--- config.mk ---
export PLATFORM = sky130hd
export DESIGN_NAME = sub_byte_arbiter
export DESIGN_NICKNAME = d
export VERILOG_FILES = /design/src/rtl/aes_pkg.sv /design/src/rtl/sub_byte_arbiter_rr_arb2.sv /design/src/rtl/sub_byte_arbiter.sv
export SDC_FILE = /design/constraint.sdc
export NUM_CORES = 1
export LEC_CHECK = 0
export BUFFER_PORTS_ARGS = -buffer_cell sky130_fd_sc_hd__buf_2
export CORE_AREA = 2 2 231 233
export DETAILED_ROUTE_END_ITERATION = 16
export DIE_AREA = 0 0 233 235
export SETUP_SLACK_MARGIN = 0.5
export SLEW_MARGIN = 5
export SYNTH_ARGS = -nofsm -noshare
export SYNTH_HDL_FRONTEND = slang
export SYNTH_SLANG_ARGS = --single-unit
--- constraint.sdc ---
create_clock -name clk -period 1.9 [get_ports clk]
set_input_delay 0.57 -clock clk [delete_from_list [all_inputs] [get_ports clk]]
set_output_delay 0.57 -clock clk [all_outputs]
set_load 0.01 [all_outputs]
--- src/rtl/aes_pkg.sv ---
// Shared definitions for the subByte arbitration slice.
//  - default datapath widths for the round state and key-schedule word
//  - owner encoding carried in the issue tag
//  - tag layout used by the in-flight tag pipe
package aes_pkg;
  localparam int DATA_WIDTH_DEF = 128;
  localparam int KEY_WIDTH_DEF  = 32;

  typedef enum logic {
    OWN_ST = 1'b0,
    OWN_KS = 1'b1
  } owner_e;

  typedef struct packed {
    logic vld;
    logic own;
  } tag_t;
endpackage

--- src/rtl/sub_byte_arbiter_rr_arb2.sv ---
// rr_arb2: two-way grant logic for the ST and KS requesters plus the
// last_grant register.
//  clk, rst      clock, asynchronous active-low reset
//  st_valid      ST request valid
//  ks_valid      KS request valid
//  st_grant      ST wins this cycle (doubles as ST ready / accept)
//  ks_grant      KS wins this cycle (doubles as KS ready / accept)
//  winner        owner of this cycle's grant (OWN_ST when nothing granted)
// PRIORITY_MODE 0 alternates under contention, 1 always favours ST.
module rr_arb2
  import aes_pkg::*;
#(
  parameter int PRIORITY_MODE = 0
) (
  input  logic clk,
  input  logic rst,
  input  logic st_valid,
  input  logic ks_valid,
  output logic st_grant,
  output logic ks_grant,
  output logic winner
);

  owner_e last_grant_q, last_grant_d;

  always_comb begin
    st_grant     = 1'b0;
    ks_grant     = 1'b0;
    last_grant_d = last_grant_q;
    if (st_valid && ks_valid) begin
      // Contention: the requester that did not win last time goes next.
      if (PRIORITY_MODE == 1 || last_grant_q == OWN_KS) st_grant = 1'b1;
      else                                              ks_grant = 1'b1;
    end else begin
      st_grant = st_valid;
      ks_grant = ks_valid;
    end
    // A grant is always an accept, so last_grant moves only on accepts.
    if (st_grant)      last_grant_d = OWN_ST;
    else if (ks_grant) last_grant_d = OWN_KS;
    winner = ks_grant;
  end

  // Reset to KS so ST wins the first contention.
  always_ff @(posedge clk or negedge rst) begin
    if (!rst) last_grant_q <= OWN_KS;
    else      last_grant_q <= last_grant_d;
  end

endmodule

--- src/rtl/sub_byte_arbiter.sv ---
// sub_byte_arbiter: shares one subByte instance between the round state
// path (ST, full state) and the key schedule (KS, one SubWord).
//  clk, rst                   clock, asynchronous active-low reset
//  st_req_valid/ready/data    ST request handshake and state
//  ks_req_valid/ready/data    KS request handshake and word
//  sb_valid_in, sb_data_in    issue to subByte
//  sb_valid_out, sb_data_out  result from subByte
//  st_rsp_valid/data          ST result, one-cycle pulse, data held between
//  ks_rsp_valid/data          KS result, one-cycle pulse, data held between
//  err                        sticky tag/result disagreement
// Each issue pushes {vld, owner} into a LATENCY-deep tag pipe that tracks
// the subByte pipeline; the head tag routes the returning result.
module sub_byte_arbiter
  import aes_pkg::*;
#(
  parameter int DATA_WIDTH    = DATA_WIDTH_DEF,
  parameter int KEY_WIDTH     = KEY_WIDTH_DEF,
  parameter int LATENCY       = 1,
  parameter int PRIORITY_MODE = 0
) (
  input  logic                  clk,
  input  logic                  rst,
  input  logic                  st_req_valid,
  output logic                  st_req_ready,
  input  logic [DATA_WIDTH-1:0] st_req_data,
  input  logic                  ks_req_valid,
  output logic                  ks_req_ready,
  input  logic [KEY_WIDTH-1:0]  ks_req_data,
  output logic                  sb_valid_in,
  output logic [DATA_WIDTH-1:0] sb_data_in,
  input  logic                  sb_valid_out,
  input  logic [DATA_WIDTH-1:0] sb_data_out,
  output logic                  st_rsp_valid,
  output logic [DATA_WIDTH-1:0] st_rsp_data,
  output logic                  ks_rsp_valid,
  output logic [KEY_WIDTH-1:0]  ks_rsp_data,
  output logic                  err
);

  logic st_grant, ks_grant, winner, accept;

  rr_arb2 #(.PRIORITY_MODE(PRIORITY_MODE)) u_arb (
    .clk      (clk),
    .rst      (rst),
    .st_valid (st_req_valid),
    .ks_valid (ks_req_valid),
    .st_grant (st_grant),
    .ks_grant (ks_grant),
    .winner   (winner)
  );

  assign st_req_ready = st_grant;
  assign ks_req_ready = ks_grant;
  assign accept       = st_grant | ks_grant;
  assign sb_valid_in  = accept;

  // Idle cycles drive zero so the subByte inputs do not toggle.
  always_comb begin
    sb_data_in = '0;
    if (st_grant)      sb_data_in = st_req_data;
    else if (ks_grant) sb_data_in = DATA_WIDTH'(ks_req_data);
  end

  // Tag pipe: shifts every cycle, head lines up with sb_valid_out.
  tag_t [LATENCY-1:0] tag_q, tag_d;
  tag_t               head;

  always_comb begin
    tag_d[0] = '{vld: accept, own: winner};
    for (int i = 1; i < LATENCY; i++) tag_d[i] = tag_q[i-1];
  end

  assign head = tag_q[LATENCY-1];

  logic                  st_rsp_valid_q, st_rsp_valid_d;
  logic                  ks_rsp_valid_q, ks_rsp_valid_d;
  logic [DATA_WIDTH-1:0] st_rsp_data_q, st_rsp_data_d;
  logic [KEY_WIDTH-1:0]  ks_rsp_data_q, ks_rsp_data_d;
  logic                  err_q, err_d;

  always_comb begin
    st_rsp_valid_d = sb_valid_out && head.vld && (head.own == OWN_ST);
    ks_rsp_valid_d = sb_valid_out && head.vld && (head.own == OWN_KS);
    st_rsp_data_d  = st_rsp_valid_d ? sb_data_out : st_rsp_data_q;
    ks_rsp_data_d  = ks_rsp_valid_d ? sb_data_out[KEY_WIDTH-1:0] : ks_rsp_data_q;
    // Either a result with no tag or a tag with no result is a lost sync.
    err_d          = err_q | (sb_valid_out ^ head.vld);
  end

  always_ff @(posedge clk or negedge rst) begin
    if (!rst) begin
      tag_q          <= '0;
      st_rsp_valid_q <= 1'b0;
      ks_rsp_valid_q <= 1'b0;
      st_rsp_data_q  <= '0;
      ks_rsp_data_q  <= '0;
      err_q          <= 1'b0;
    end else begin
      tag_q          <= tag_d;
      st_rsp_valid_q <= st_rsp_valid_d;
      ks_rsp_valid_q <= ks_rsp_valid_d;
      st_rsp_data_q  <= st_rsp_data_d;
      ks_rsp_data_q  <= ks_rsp_data_d;
      err_q          <= err_d;
    end
  end

  assign st_rsp_valid = st_rsp_valid_q;
  assign ks_rsp_valid = ks_rsp_valid_q;
  assign st_rsp_data  = st_rsp_data_q;
  assign ks_rsp_data  = ks_rsp_data_q;
  assign err          = err_q;

endmodule

# Word-level counts from Yosys, hierarchy flattened
# Cells that the tools add are included.
# word_totals
reg_bits,166
input_bits,293
out_inout_bits,294
elab_cells,25
# op_classes
mux,8
bitwise,4
n_reduce_logical,5
# op_table
cell,count
2-to-1 mux 128 bit,1
2-to-1 mux 32 bit,1
2-to-1 mux 1 bit,6
logical AND 1 bit,4
bitwise OR 1 bit,2
nonzero test 2 bit,1
NOT 1 bit,1
XOR 1 bit,1

# Longest topological paths before layout
# Gate-level depths: netlist (run 1).
# depth
word_depth,4
depth_mapped,5
depth_no_buf,3

# Hierarchy
# From an unflattened synthesis (run 1), not the netlist that was laid out.
# unflattened
hier_cells,503
hier_area_um2,7633.6
# by_module_without_submodules
mod,n_inst,cells_each,area_per_inst_um2,seq_area_each_um2
sub_byte_arbiter,1,496,7571.0,4129.0
rr_arb2,1,7,62.6,26.3

# Worst setup path before layout (run 1)
# No wires, ideal clock.
# synth_path
path_kind,in2out
from,input st_req_valid
to,output sb_data_in[23]
arrival_ps,1343
required_ps,1330
slack_ps,-13
path_stages,4
n_path_buf,2
cell_sequence,buf_2 > a21boi_2 > buf_2 > a32o_1
# synth_via
elab_chain_len,4
elab_cells_between_ends,5
classes_between,mux (4); reduce/logical (1)
# synth_rtl
element,line,source
from (decl),sub_byte_arbiter.sv:23,"input logic st_req_valid,"
logical AND 1 bit,sub_byte_arbiter_rr_arb2.sv:30,if (st_valid && ks_valid) begin
2-to-1 mux 1 bit,sub_byte_arbiter_rr_arb2.sv:30,
named net ks_req_ready,sub_byte_arbiter.sv:27,"output logic ks_req_ready,"
2-to-1 mux 32 bit,sub_byte_arbiter.sv:61,else if (ks_grant) sb_data_in = DATA_WIDTH'(ks_req_data);
2-to-1 mux 128 bit,sub_byte_arbiter.sv:60,if (st_grant) sb_data_in = st_req_data;
to (decl),sub_byte_arbiter.sv:30,"output logic [DATA_WIDTH-1:0] sb_data_in,"
# The timed path passes the listed nets, and every way through them passes these cells.

# Worst setup path in the final report (run 1)
# layout_path
from,register u_arb.last_grant_q
to,output sb_data_in[16]
# layout_via
elab_chain_len,4
elab_cells_between_ends,6
classes_between,mux (6)
# layout_rtl
element,line,source
from (decl),sub_byte_arbiter_rr_arb2.sv:24,"owner_e last_grant_q, last_grant_d;"
from (signal assigned),sub_byte_arbiter_rr_arb2.sv:47,else last_grant_q <= last_grant_d;
2-to-1 mux 1 bit,sub_byte_arbiter_rr_arb2.sv:32,if (PRIORITY_MODE == 1 || last_grant_q == OWN_KS) st_grant = 1'b1;
2-to-1 mux 1 bit,sub_byte_arbiter_rr_arb2.sv:30,
2-to-1 mux 32 bit,sub_byte_arbiter.sv:61,
2-to-1 mux 128 bit (*),sub_byte_arbiter.sv:60,
# Mark *: on every way between the ends. The rest lies on a longest branch, timed or not.

==> results of run 1 <==
==> registers in the layout, indices dropped and copies added (netlist names) <==
name and flops:
st_rsp_valid 1, err 1, ks_rsp_valid 1, st_rsp_data 128
ks_rsp_data 32, u_arb.last_grant_q 1, head 2
==> kinds of logic (layout without fill, tap and decap cells) <==
| kind of cell | after synthesis | in the layout | share of synthesized area |
|---|---|---|---|
| muxes | 160 | 160 | 0.281 |
| DFF | 166 | 166 | 0.537 |
| buffers and inverters | 51 | 783 | 0.0540 |
| AOI/OAI and AO/OA | 34 | 34 | 0.0435 |
| adders and majority gates | 1 | 1 | 0.00162 |
| other | 0 | 19 | 0 |
| and+or+nand+nor | 102 | 103 | 0.0834 |
==> metrics by stage <==
| step | instances | utilization | instance area, um^2 | hold slack, ns |
|---|---|---|---|---|
| floorplan | 514 | - | 8520 | 0.274 |
| global placement | 1787 | 0.233 | 12200 | 0.470 |
| detailed placement | 1787 | 0.233 | 12200 | 0.468 |
| CTS | 1876 | 0.265 | 13900 | 0.0117 |
| global route | 1950 | 0.293 | 15300 | 0.0503 |
| finish | 1954 | 0.293 | 15300 | 0.0463 |
==> power by group through the flow <==
stage	sequential, uW	clock, uW	combinational, uW
after floorplan	4990	0	1750
after global placement	4640	0	3690
after detailed placement	4680	0	3710
after CTS	4620	3680	4360
after global routing	4750	3830	5480
final	4690	3550	5180
==> final timing paths <==
kind	end	slack, ns	depth (start not counted)
setup / recovery	sb_data_in[16]	-0.51	5
hold / removal	st_rsp_data[50]	0.05	1
setup reg to reg	st_rsp_data[73]	0.17	7
hold reg to reg	err	0.49	1
max in group asynchronous	st_rsp_data[89]	1.28	2
min in group clk	st_rsp_data[120]	0.32	2
==> worst max-delay path, cell delays in order (launching register included) <==
cell,delay (ns)
dfstp_2,0.57
nand2b_4,0.22
buf_12,0.14
clkbuf_16,0.14
a32o_2,0.17
buf_6,0.10
==> metal layers <==
layer | part of all wire | vias to the layer above | wire length, um
met5 | 0.00067 | - | 30
met4 | 0.055 | 4 | 2470
li1 | - | 3361 | -
met3 | 0.058 | 130 | 2580
met1 | 0.34 | 3791 | 15400
met2 | 0.54 | 471 | 24200
==> synth_stat cells <==
cell / instances / area (um^2)
a21boi_2: 1 / 11.3
a32o_1: 32 / 320
and2_1: 1 / 6.26
and3_1: 96 / 601
buf_12: 10 / 200
buf_2: 9 / 45.0
buf_4: 1 / 7.51
buf_6: 5 / 56.3
buf_8: 1 / 15.0
clkbuf_1: 23 / 86.3
dfrtp_1: 165 / 4130
dfstp_2: 1 / 26.3
ha_1: 1 / 12.5
inv_1: 2 / 7.51
mux2_1: 2 / 22.5
mux2_2: 58 / 653
mux2_4: 100 / 1500
nand2_1: 1 / 3.75
nand2b_2: 1 / 8.76
nor2b_4: 1 / 13.8
o21ai_0: 1 / 5.00
or2_2: 2 / 12.5
==> area by class of cell <==
| cell class | count | area [um^2] | share of cell area |
|---|---|---|---|
| repair buffers | 749 | 5760 | 0.377 |
| flip-flops and latches | 166 | 4160 | 0.271 |
| multi-input cells | 298 | 3880 | 0.254 |
| well taps | 688 | 861 | 0.0562 |
| clock buffers | 19 | 453 | 0.0296 |
| clock inverters | 13 | 139 | 0.00907 |
| diodes | 19 | 47.5 | 0.00311 |
| inverters | 2 | 7.51 | 0.000490 |
==> cells in the final DEF (no fill, tap or decap), types with 3 or more instances in the layout <==
| cell | netlist | final |
|---|---|---|
| a32o_2 | 0 | 32 |
| and3_1 | 96 | 17 |
| and3_4 | 0 | 79 |
| buf_12 | 10 | 20 |
| buf_16 | 0 | 9 |
| buf_2 | 9 | 450 |
| buf_4 | 1 | 107 |
| buf_6 | 5 | 143 |
| buf_8 | 1 | 8 |
| bufbuf_16 | 0 | 4 |
| clkbuf_16 | 0 | 25 |
| clkinvlp_4 | 0 | 3 |
| dfrtp_1 | 165 | 165 |
| diode_2 | 0 | 19 |
| inv_6 | 0 | 4 |
| inv_8 | 0 | 3 |
| mux2_2 | 58 | 3 |
| mux2_4 | 100 | 157 |
==> what timing repair did <==
action | CTS | global route
setup endpoints to repair | 452 | 453
gates cloned | 9 | 11
hold buffers | 0 | 0
pin swaps | 2 | 20
setup buffers | 48 | 48
resized for setup | 95 | 160
==> flow_metrics.env, run 1 <==
export IMPL_die_area_um2=54800
export IMPL_hp_class="input port to async pin"
export IMPL_status="complete, but fails checks"
export IMPL_dp_hpwl_um=33400
export IMPL_grt_pass1_vias=7613
export IMPL_slew_violations=0
export IMPL_finClkSkew_ns=0.0129
export IMPL_leakagePower_uw=0.00792
export IMPL_synth_avg_cell_area_um2=15.1
export IMPL_firstDrtPassIters=4
export IMPL_insertion_delay_ns=0.47
export IMPL_cts_root_buf="clkbuf_16"
export IMPL_clkTransAtPathRegs_ns=0.08
export IMPL_gp_congestion=0.960
export IMPL_design_core_area_um2=52200
export IMPL_gr_usage_met1=0.142
export IMPL_syn_inst=514
export IMPL_cts_tree="done"
export IMPL_yosysSeqAreaShare=0.537
export IMPL_grt_antenna_before_repair=49
export IMPL_fmax_mhz=415
export IMPL_synth_fp_nets=808
export IMPL_syn_to_final_growth_pct=97.7
export IMPL_setup_violations=130
export IMPL_r2r_start="head[1]"
export IMPL_fin_ws_ns=-0.508
export IMPL_max_cap_violations=0
export IMPL_relSlewSlack=0.670
export IMPL_crit_path_start_kind="register"
export IMPL_pin_count=587
export IMPL_critPathCaptureType="primary output"
export IMPL_drive_gt1_frac=0.852
export IMPL_power_internal_uw=9380
export IMPL_start_util=0.148
export IMPL_yosysUniqueCellTypes=22
export IMPL_period_share=1.27
export IMPL_netlist_area_um2=7740
export IMPL_wire_per_inst_um=22.9
export IMPL_critPathLaunch="u_arb.last_grant_q"
export IMPL_vias=7757
export IMPL_report_final_hold_viol_count=0
export IMPL_place_ws_ns=-0.201
export IMPL_htree_levels=4
export IMPL_fin_tns_setup_ns=-57.92
export IMPL_seq_power_share=0.350
export IMPL_finalWirelength_um=44700
export IMPL_yosys_warnings=0
export IMPL_final_net_count=1528
export IMPL_violations="negative setup slack"
export IMPL_worst_pin_slew_ns=0.494
export IMPL_fill_cells=5232
export IMPL_die_w_um=233
export IMPL_crit_type="register to primary output"
export IMPL_p_switching_uw=4040
export IMPL_clock_sinks=166
export IMPL_power_frac_comb=0.386
export IMPL_power_share_clock=0.264
export IMPL_switching_share=0.301
export IMPL_cts_made_buffers=17
export IMPL_vias_per_cell=3.97
export IMPL_period_needed_ns=2.41
export IMPL_drt_iter0_drc=240
export IMPL_die_h_um=235
export IMPL_grt_ovfl_total=0
export IMPL_required_ns=1.33
export IMPL_grt_total_usage=0.148
export IMPL_cts_buffer_depth=2
export IMPL_grt_pass1_wl_um=56200
export IMPL_synth_seq_cells=166
export IMPL_port_buffers=586
export IMPL_vdd_drop_max_uv=676
export IMPL_total_power_uw=13400
export IMPL_fp_row_count=84
export IMPL_use_met3=0.0340
export IMPL_globalRouteMet2Util=0.283
export IMPL_crit_arrival_ns=1.84
export IMPL_grt_start_max_net_pins=40
export IMPL_drc_errors=0
export IMPL_critPathMaxFanout=9
export IMPL_powerDensity_nw_per_um2=876
export IMPL_final_antenna_net_count=0
export IMPL_rsz0062_at_grt="yes"
export IMPL_gr_max_usage_layer="met2"
Note: power is estimated with default switching activity, not from simulation.
==> inputs of run 2 (changes only) <==
RECOVER_POWER = 25   (was not set)
==> run 2 against run 1 <==
The flow still finishes with violations (negative setup slack). Critical path depth unchanged. Flip-flop and latch count unchanged. Combinational power about the same. Count of clock-buffer cells in the layout unchanged. Global-route usage unchanged. Setup slack worse by 0.0027 ns. Register-to-register slack about the same. Core utilization down 0.13 points. Sequential power about the same. Critical endpoint unchanged.
==> flow_metrics.env, run 2 (synthesis gave the netlist of run 1 again) <==
export IMPL_fin_ws_ns=-0.510
export IMPL_final_common_cell="buf_2"
export IMPL_critPathMaxFanout=9
export IMPL_total_power_uw=13400
export IMPL_hold_path_cell_count=2
export IMPL_mostFrequentLayoutCells="450 x buf_2, 165 x dfrtp_1, 157 x mux2_4"
export IMPL_grt_pass1_wl_um=56200
export IMPL_worst_r2r_setup_slack_ns=0.17
export IMPL_wire_per_inst_um=22.9
export IMPL_violations="negative setup slack"
export IMPL_final_antenna_net_count=0
export IMPL_grt_antenna_before_repair=49
export IMPL_dp_cells=1787
export IMPL_rsz0062_at_grt="yes"
export IMPL_final_cells=1954
export IMPL_htree_levels=4
export IMPL_grt_start_max_net_pins=40
export IMPL_die_area_um2=54800
export IMPL_fmax_mhz=415
export IMPL_drt_iter0_drc=271
export IMPL_period_needed_ns=2.41
export IMPL_leakagePower_uw=0.00788
export IMPL_status="complete, but fails checks"
export IMPL_period_share=1.27
export IMPL_port_buffers=586
export IMPL_pin_count=587
export IMPL_finalWirelength_um=44700
export IMPL_cts_made_buffers=17
export IMPL_setup_violations=130
export IMPL_die_h_um=235
export IMPL_cts_buffer_depth=2
export IMPL_clock_sinks=166
export IMPL_grt_pass1_vias=7613
export IMPL_relSlewSlack=0.184
export IMPL_drc_errors=0
export IMPL_crit_type="register to primary output"
export IMPL_vdd_drop_max_uv=683
export IMPL_worst_pin_slew_ns=1.22
export IMPL_fin_util=0.292
export IMPL_vias=7717
export IMPL_fp_row_count=84
export IMPL_powerDensity_nw_per_um2=880
export IMPL_final_net_count=1528
export IMPL_vias_per_cell=3.95
export IMPL_largest_register_ffs=128
export IMPL_firstDrtPassIters=4
export IMPL_final_cell_area_um2=15200
export IMPL_dp_hpwl_um=33400
export IMPL_gp_congestion=0.960
export IMPL_design_core_area_um2=52200
export IMPL_hp_class="input port to register"
export IMPL_grt_ovfl_total=0
export IMPL_crit_path_start_kind="register"
export IMPL_crit_arrival_ns=1.84
export IMPL_clkTransAtPathRegs_ns=0.08
export IMPL_finClkSkew_ns=0.0128
export IMPL_max_cap_violations=0
export IMPL_die_w_um=233
export IMPL_required_ns=1.33
export IMPL_cts_root_buf="clkbuf_16"
export IMPL_grt_total_usage=0.148
export IMPL_report_final_hold_viol_count=0
export IMPL_start_util=0.148
export IMPL_drive_gt1_frac=0.845
export IMPL_cts_tree="done"
export IMPL_insertion_delay_ns=0.47
export IMPL_syn_to_final_growth_pct=96.8
export IMPL_reg2regPathDepth=7
export IMPL_dpl_instance_area_um2=12200
export IMPL_slew_violations=0
export IMPL_place_ws_ns=-0.201
export IMPL_critPathCaptureType="primary output"
[run 2: changes by cell type in the layout (fill, tap and decap cells not counted), sizes merged]
cell / before / now
buf: 737 / 726
clkbuf: 27 / 38
[run 2: stage by stage]
stage	hold slack [ns]	setup TNS (ns)
final	0.319	-58.28
after global routing	0.294	-65.15
after CTS	0.0117	-64.34
after detailed placement	0.468	-8.83
after global placement	0.470	-7.91
after floorplan	0.274	0
[run 2: worst max-delay path, cell delays in order (launching register included)]
cell and delay [ns]:
dfstp_2 0.57, nand2b_4 0.22, buf_12 0.14, clkbuf_16 0.14
a32o_2 0.17, buf_6 0.10
[run 2: worst paths after layout]
path	endpoint	start
worst min-delay path	st_rsp_data[120]	sb_data_out[120]
min in group asynchronous	st_rsp_data[50]	rst
worst max register to register	st_rsp_data[73]	head[1]
worst max-delay path	sb_data_in[16]	u_arb.last_grant_q
worst min register to register	err	err
max in group asynchronous	ks_rsp_data[19]	rst
[run 2: report_power, final]
group | internal (uW) | switching (uW)
logic | 3210 | 1950
registers | 4240 | 453
clock network | 1920 | 1640
total | 9370 | 4040
[run 2: layout make-up]
| type | count | area, um^2 |
|---|---|---|
| Timing Repair Buffer | 749 | 5700 |
| Sequential cell | 166 | 4160 |
| Antenna cell | 19 | 47.5 |
| Inverter | 2 | 7.51 |
| Clock inverter | 13 | 139 |
| Tap cell | 688 | 861 |
| Clock buffer | 19 | 453 |
| Multi-Input combinational cell | 298 | 3880 |
| Fill cell | 5241 | 37000 |
[run 2: what timing repair did]
item,4_1_cts,5_1_grt
hold buffers,0,0
hold endpoints to repair,0,0
gates cloned,9,11
resized for setup,95,160
buffers inserted,48,48
pin swaps,2,20
setup endpoints to repair,452,453
[run 2: per-layer routing]
| metal | GRT usage | wire length (um) |
|---|---|---|
| met1 | 0.142 | 15400 |
| met2 | 0.283 | 24300 |
| met3 | 0.0340 | 2610 |
| met4 | 0.0863 | 2420 |
| met5 | 0 | 30 |
